--- src/rtl/traffic_light_monitor.sv ---
// Passive checker beside the traffic controller: validates light safety, sequence and
// timing per approach, latches the first violation and counts completed phases.
module traffic_light_monitor #(
   parameter int T_GREEN  = 100,
   parameter int T_YELLOW = 20,
   parameter int T_FLASH  = 5,
   parameter int T_TOL    = 2
) (
   input  logic        clk,
   input  logic        reset,
   input  logic [23:0] R1_light,
   input  logic [23:0] R2_light,
   input  logic [23:0] R3_light,
   input  logic [23:0] R4_light,
   input  logic        night_mode,
   input  logic        fault_clr,
   output logic        fault,
   output logic [2:0]  fault_code,
   output logic [1:0]  fault_road,
   output logic [15:0] phase_cnt,
   output logic [1:0]  mon_state
);

   // state  | meaning
   // SYNC   | waiting for a recognisable light pattern; nothing is checked
   // NORMAL | day sequencing: safety, sequence and phase timing checked
   // NIGHT  | all-approach flash: common pattern and half-period checked
   // FAULT  | first violation held until fault_clr
   typedef enum logic [1:0] {
      S_SYNC   = 2'd0,
      S_NORMAL = 2'd1,
      S_NIGHT  = 2'd2,
      S_FAULT  = 2'd3
   } state_e;

   typedef enum logic [2:0] {
      C_RED = 3'd0,
      C_GRN = 3'd1,
      C_YEL = 3'd2,
      C_OFF = 3'd3,
      C_BAD = 3'd4
   } code_e;

   localparam int RUN_W = $clog2(T_GREEN + T_TOL + T_YELLOW + T_FLASH + 2) + 1;
   localparam logic [RUN_W-1:0] GRN_LIM = RUN_W'(T_GREEN + T_TOL);
   localparam logic [RUN_W-1:0] YEL_LEN = RUN_W'(T_YELLOW);
   localparam logic [RUN_W-1:0] FLS_LEN = RUN_W'(T_FLASH);

   function automatic code_e decode(input logic [23:0] l);
      case (l)
         24'h524544: return C_RED;
         24'h47524E: return C_GRN;
         24'h59454C: return C_YEL;
         24'h4F4646: return C_OFF;
         default:    return C_BAD;
      endcase
   endfunction

   function automatic logic legal(input code_e p, input code_e c);
      return (p == C_RED && c == C_GRN) || (p == C_GRN && c == C_YEL) ||
             (p == C_YEL && c == C_RED);
   endfunction

   state_e           state_q;
   code_e            prev_q [4];
   code_e            cur    [4];
   logic [RUN_W-1:0] run_q, run_d;
   logic             armed_q;
   logic             fault_q;
   logic [2:0]       code_q;
   logic [1:0]       road_q;
   logic [15:0]      phase_q;

   logic [2:0] n_nonred;
   logic [1:0] act, bad_road, seq_road, yel_road;
   logic       bad, all_red, night_pat, flash_ok, seq_bad, yel_end, toggle;
   logic       grn_long, yel_long, yel_short, phase_done, flash_bad;
   logic [2:0] nrm_code, ngt_code;
   logic [1:0] nrm_road, ngt_road;

   always_comb begin
      cur[0] = decode(R1_light);
      cur[1] = decode(R2_light);
      cur[2] = decode(R3_light);
      cur[3] = decode(R4_light);
   end

   // Scanning from R4 down to R1 leaves the lowest-index offender in each *_road.
   always_comb begin
      n_nonred  = '0;
      act       = '0;
      bad       = 1'b0;
      bad_road  = '0;
      night_pat = 1'b1;
      flash_ok  = 1'b1;
      seq_bad   = 1'b0;
      seq_road  = '0;
      yel_end   = 1'b0;
      yel_road  = '0;
      for (int i = 3; i >= 0; i--) begin
         if (cur[i] != C_RED) begin
            n_nonred = n_nonred + 3'd1;
            act      = 2'(i);
         end
         if (cur[i] == C_BAD) begin
            bad      = 1'b1;
            bad_road = 2'(i);
         end
         if (cur[i] != C_YEL && cur[i] != C_OFF) night_pat = 1'b0;
         if (cur[i] != cur[0]) flash_ok = 1'b0;
         if (cur[i] != prev_q[i] && !legal(prev_q[i], cur[i])) begin
            seq_bad  = 1'b1;
            seq_road = 2'(i);
         end
         if (prev_q[i] == C_YEL && cur[i] == C_RED) begin
            yel_end  = 1'b1;
            yel_road = 2'(i);
         end
      end
      all_red  = (n_nonred == 3'd0);
      flash_ok = flash_ok & night_pat;
      toggle   = (cur[0] != prev_q[0]);

      if (all_red)                      run_d = '0;
      else if (cur[act] != prev_q[act]) run_d = RUN_W'(1);
      else if (&run_q)                  run_d = run_q;
      else                              run_d = run_q + 1'b1;

      grn_long   = (cur[act] == C_GRN) && (run_d > GRN_LIM);
      yel_long   = (cur[act] == C_YEL) && (run_d > YEL_LEN);
      yel_short  = yel_end && (run_q != YEL_LEN);
      phase_done = yel_end && (run_q == YEL_LEN);
      flash_bad  = armed_q && (toggle ? (run_q != FLS_LEN) : (run_d > FLS_LEN));

      nrm_code = 3'd0;
      nrm_road = '0;
      if (bad) begin
         nrm_code = 3'd1;
         nrm_road = bad_road;
      end else if (n_nonred > 3'd1) begin
         nrm_code = 3'd2;
      end else if (seq_bad) begin
         nrm_code = 3'd3;
         nrm_road = seq_road;
      end else if (grn_long) begin
         nrm_code = 3'd4;
         nrm_road = act;
      end else if (yel_long) begin
         nrm_code = 3'd5;
         nrm_road = act;
      end else if (yel_short) begin
         nrm_code = 3'd5;
         nrm_road = yel_road;
      end

      ngt_code = 3'd0;
      ngt_road = '0;
      if (bad) begin
         ngt_code = 3'd1;
         ngt_road = bad_road;
      end else if (!flash_ok) begin
         ngt_code = 3'd2;
      end else if (flash_bad) begin
         ngt_code = 3'd6;
      end
   end

   always_ff @(posedge clk or negedge reset) begin
      if (!reset) begin
         state_q <= S_SYNC;
         prev_q  <= '{default: C_RED};
         run_q   <= '0;
         armed_q <= 1'b0;
         fault_q <= 1'b0;
         code_q  <= '0;
         road_q  <= '0;
         phase_q <= '0;
      end else begin
         prev_q <= cur;
         run_q  <= run_d;
         case (state_q)
            S_SYNC: begin
               armed_q <= 1'b0;
               if (night_mode && night_pat) state_q <= S_NIGHT;
               else if (all_red || (n_nonred == 3'd1 && cur[act] == C_GRN)) state_q <= S_NORMAL;
            end
            S_NORMAL: begin
               armed_q <= 1'b0;
               // Night entry abandons any phase in progress without judging it.
               if (night_mode && night_pat) begin
                  state_q <= S_NIGHT;
               end else if (nrm_code != 3'd0) begin
                  if (fault_clr) begin
                     state_q <= S_SYNC;
                  end else begin
                     state_q <= S_FAULT;
                     fault_q <= 1'b1;
                     code_q  <= nrm_code;
                     road_q  <= nrm_road;
                  end
               end else if (phase_done) begin
                  phase_q <= phase_q + 16'd1;
               end
            end
            S_NIGHT: begin
               if (!night_mode && !flash_ok) begin
                  state_q <= S_SYNC;
               end else if (ngt_code != 3'd0) begin
                  if (fault_clr) begin
                     state_q <= S_SYNC;
                  end else begin
                     state_q <= S_FAULT;
                     fault_q <= 1'b1;
                     code_q  <= ngt_code;
                     road_q  <= ngt_road;
                  end
               end else if (toggle) begin
                  armed_q <= 1'b1;
               end
            end
            S_FAULT: begin
               if (fault_clr) begin
                  state_q <= S_SYNC;
                  fault_q <= 1'b0;
                  code_q  <= '0;
                  road_q  <= '0;
               end
            end
            default: state_q <= S_SYNC;
         endcase
      end
   end

   assign fault      = fault_q;
   assign fault_code = code_q;
   assign fault_road = road_q;
   assign phase_cnt  = phase_q;
   assign mon_state  = state_q;

endmodule

--- config.mk ---
export PLATFORM = sky130hd
export DESIGN_NAME = traffic_light_monitor
export DESIGN_NICKNAME = d
export VERILOG_FILES = /design/src/rtl/traffic_light_monitor.sv
export SDC_FILE = /design/constraint.sdc
export NUM_CORES = 1
export LEC_CHECK = 0
export ABC_CLOCK_PERIOD_IN_PS = 2900
export BUFFER_PORTS_ARGS = -buffer_cell sky130_fd_sc_hd__buf_2
export CORE_MARGIN = 2
export CORE_UTILIZATION = 49
export DETAILED_ROUTE_END_ITERATION = 16
export PLACE_DENSITY = 0.88
export SYNTH_ARGS = -nofsm -noshare
export SYNTH_HDL_FRONTEND = slang
export SYNTH_SLANG_ARGS = --single-unit
export TNS_END_PERCENT = 1
--- constraint.sdc ---
create_clock -name clk -period 2.9 [get_ports clk]
set_clock_uncertainty 0.2 [all_clocks]
set_input_delay 0.435 -clock clk [delete_from_list [all_inputs] [get_ports clk]]
set_output_delay 0.435 -clock clk [all_outputs]
set_load 0.03 [all_outputs]
==> results.py <==
metrics = {
    "logic_synthesis": {
        "ys_ff_latch": 46,
        "netlist_area_sq_um": 4530,
        "async_reset_ff_share_pct": 100,
        "synth-xor-area-share_pct": 6.19,
        "yosysWarnings": 0,
        "yosysTopAreaCell": "dfrtp_1",
        "syn_nets": 638,
        "synth.distinct_cells": 88,
        "synth_compound_area_share_pct": 17.2,
        "synth_top_cells_by_area": "dfrtp_1 (25%), nor2_1 (3.5%), xnor2_1 (3.1%)",
        "synth.area.mux_share_pct": 4.37,
        "syn_inst": 532,
        "ys.flop_type": "dfrtp_1",
        "synthAdderAreaFrac_pct": 1.66,
        "yosys.area.top_type_share_pct": 25.4,
        "synth.yosys.seq_area_share_pct": 25.4,
        "avgSynthCellArea_sq_um": 8.51,
        "synth_edf_count": 0,
        "synth_top_family_by_area": "simple AND/OR/NAND/NOR gates",
        "synthSimpleGateAreaFrac_pct": 41.8,
    },
    "layout": {
        "layout-drive-gt1-share_pct": 47.2,
        "final_common_cell": "buf_4",
        "design_area_sq_um": 6990,
        "nets": 939,
        "antenna_cells": 0,
        "multiInputGateArea_sq_um": 3450,
        "mostFrequentLayoutCells": "buf_4 (179), buf_2 (119), dfrtp_1 (46)",
        "seqCellArea_sq_um": 1150,
        "fill_cells": 632,
        "fin_util_pct": 76.7,
        "syn2layout_area_growth_pct": 54.4,
    },
    "global_routing": {
        "grt_max_degree": 47,
        "antenna_found_initial": 0,
        "grt_overflow_total": 0,
        "grt_usage_pct": 32.1,
        "grt_pass1_wl_um": 26100,
        "grt_pass1_vias": 5677,
    },
    "timing": {
        "finalHoldWorstSlack_ps": 87.6,
        "hold_viol": 0,
        "period_minus_slack_ps": 4030,
        "setup-tns-final_ps": -29180,
        "max_freq_mhz": 248,
        "setup_slack_ps": -1130,
        "rsz0062_at_grt": "true",
        "slew_viol_final": 0,
        "fin_crit_sh_pct": 139,
        "relSlewSlack_pct": 30.7,
        "worstMarginPinSlew_ps": 1040,
        "setup_viol": 33,
    },
    "clock_network": {
        "path_clk_slew_ps": 110,
        "numCtsBuffers": 5,
        "root_buffer": "clkbuf_8",
        "cts_sinks": 46,
        "cts_tree": "built",
        "cts_htree_levels": 2,
        "clock_latency_ps": 320,
        "cts.path.max_buffers": 2,
    },
    "floorplan": {
        "num_io_pins": 124,
        "start_util_pct": 49.7,
        "core-area_sq_um": 9110,
        "dieWidth_um": 100,
        "die-height_um": 100,
        "dieArea_sq_um": 10000,
        "placementRows": 35,
    },
    "critical_path": {
        "crit_path_start_kind": "input pin",
        "crit_top_cell": "buf_4",
        "cp_slowest_cell": "o41a_1",
        "crit_required_ps": 2890,
        "cp-endpoint": "fault_road[1]",
        "crit_path_max_fanout": 6,
        "reg2reg_depth": 13,
        "path_class": "in -> reg",
        "crit_start": "R4_light[11]",
        "critical_path_arrival_ps": 4020,
        "r2r-start": "run_q[0]",
        "ff2ff_setup_slack_ps": -340,
        "crit_path_end_kind": "flip-flop",
        "crit_chain": "buf_2 -> nor4b_2 -> nand4_1 -> buf_4 -> buf_4 -> buf_4 -> buf_6 -> o22ai_1 -> buf_4 -> xnor2_1 -> nand4b_1 -> nor2b_1 -> nor4_2 -> nand3_2 -> o41a_1 -> nand2_2 -> mux2_1",
        "max_stage_delay_ps": 430,
        "r2r_end": "phase_cnt[1]",
    },
    "power": {
        "finalPower_mw": 1.70,
        "power_leakage_nw": 3.17,
        "vdd_ir_drop_max_mv": 0.185,
        "powerDensity_nw_per_um2": 244,
    },
    "detailed_routing": {
        "drtAntennaViolNets": 0,
        "vias": 5762,
        "drcViolationCount": 0,
        "routedWlPerCell_um": 18.0,
        "initialDrtViolationCount": 437,
        "drt-total-wl_um": 17000,
        "drt_pass1_iterations": 5,
        "routed_via_density": 6.10,
    },
    "outcome": {
        "outcome": "finished with violations",
        "violations": "setup timing",
    },
    "job": {
        "drv_cap": 0,
    },
    "worst_hold_path": {
        "hp-class": "in -> async",
    },
    "place": {
        "portBuffers": 123,
        "gp_congestion": 0.956,
        "placed_area_sq_um": 6550,
        "dp_hpwl_um": 12600,
    },
}
[registers in the layout, summed over array words and instances, names as in the netlist]
name,flops
armed_q,1
fault,1
fault_code,3
fault_road,2
mon_state,2
phase_cnt,16
prev_q,12
run_q,9
[layer usage]
layer | GRT usage (%) | routed length, um
met1 | 35.8 | 6100
met2 | 60.2 | 8790
met3 | 4.04 | 1100
met4 | 14.9 | 977
met5 | 0 | 0
[cells by family after synthesis]
| kind of cell | count (synthesis) |
|---|---|
| DFF | 46 |
| adders and majority gates | 6 |
| and+or+nand+nor | 286 |
| AOI/OAI and AO/OA | 107 |
| muxes | 19 |
| xor gates and xnor gates | 32 |
| buffers and inverters | 36 |
[synth_stat cells, types with 14 or more instances]
cell and instances:
dfrtp_1 46, a21oi_1 20, nand4_1 14, nor2b_1 16
inv_1 23, nor3_1 19, nand3_1 24, nor2_1 42
xor2_1 16, xnor2_1 16, o21ai_0 18, nand2_1 37
[worst min path at each step]
stage | end | cells after the start | from
floorplan | armed_q | 0 | reset
global placement | phase_cnt[15] | 1 | phase_cnt[15]
detailed placement | phase_cnt[15] | 1 | phase_cnt[15]
CTS | run_q[3] | 1 | reset
global route | prev_q[2] | 1 | reset
finish | prev_q[2] | 1 | reset
[what timing repair did]
action,in CTS,in global routing
cloned,0,0
buffers inserted,10,4
pin swaps,20,9
setup endpoints to repair,33,34
gates resized for setup,31,18
hold buffers,0,0
[layout make-up]
cell class | instances | area share, %
flip-flops and latches | 46 | 16.5
clock inverters | 3 | 0.340
repair buffers | 307 | 29.6
clock buffers | 5 | 0.984
multi-input cells | 450 | 49.4
inverters | 23 | 1.27
well taps | 111 | 1.99
[stage by stage]
| stage | setup slack [ps] | instances |
|---|---|---|
| after floorplan | -1200 | 532 |
| after global placement | -1330 | 923 |
| after detailed placement | -1600 | 923 |
| after CTS | -1100 | 941 |
| after global routing | -1290 | 945 |
| final | -1130 | 945 |
[worst max-delay path: cells and delay by family]
kind / cells / cell delay, ps
AOI/OAI and AO/OA: 2 / 670
muxes: 1 / 330
xor gates and xnor gates: 1 / 130
and+or+nand+nor: 7 / 1610
buffers and inverters: 6 / 840
[where the power goes]
group / switching (mW) / internal, mW
Sequential: 0.0610 / 0.672
Clock: 0.252 / 0.173
Combinational: 0.286 / 0.260
(Power assumes the default switching activity.)
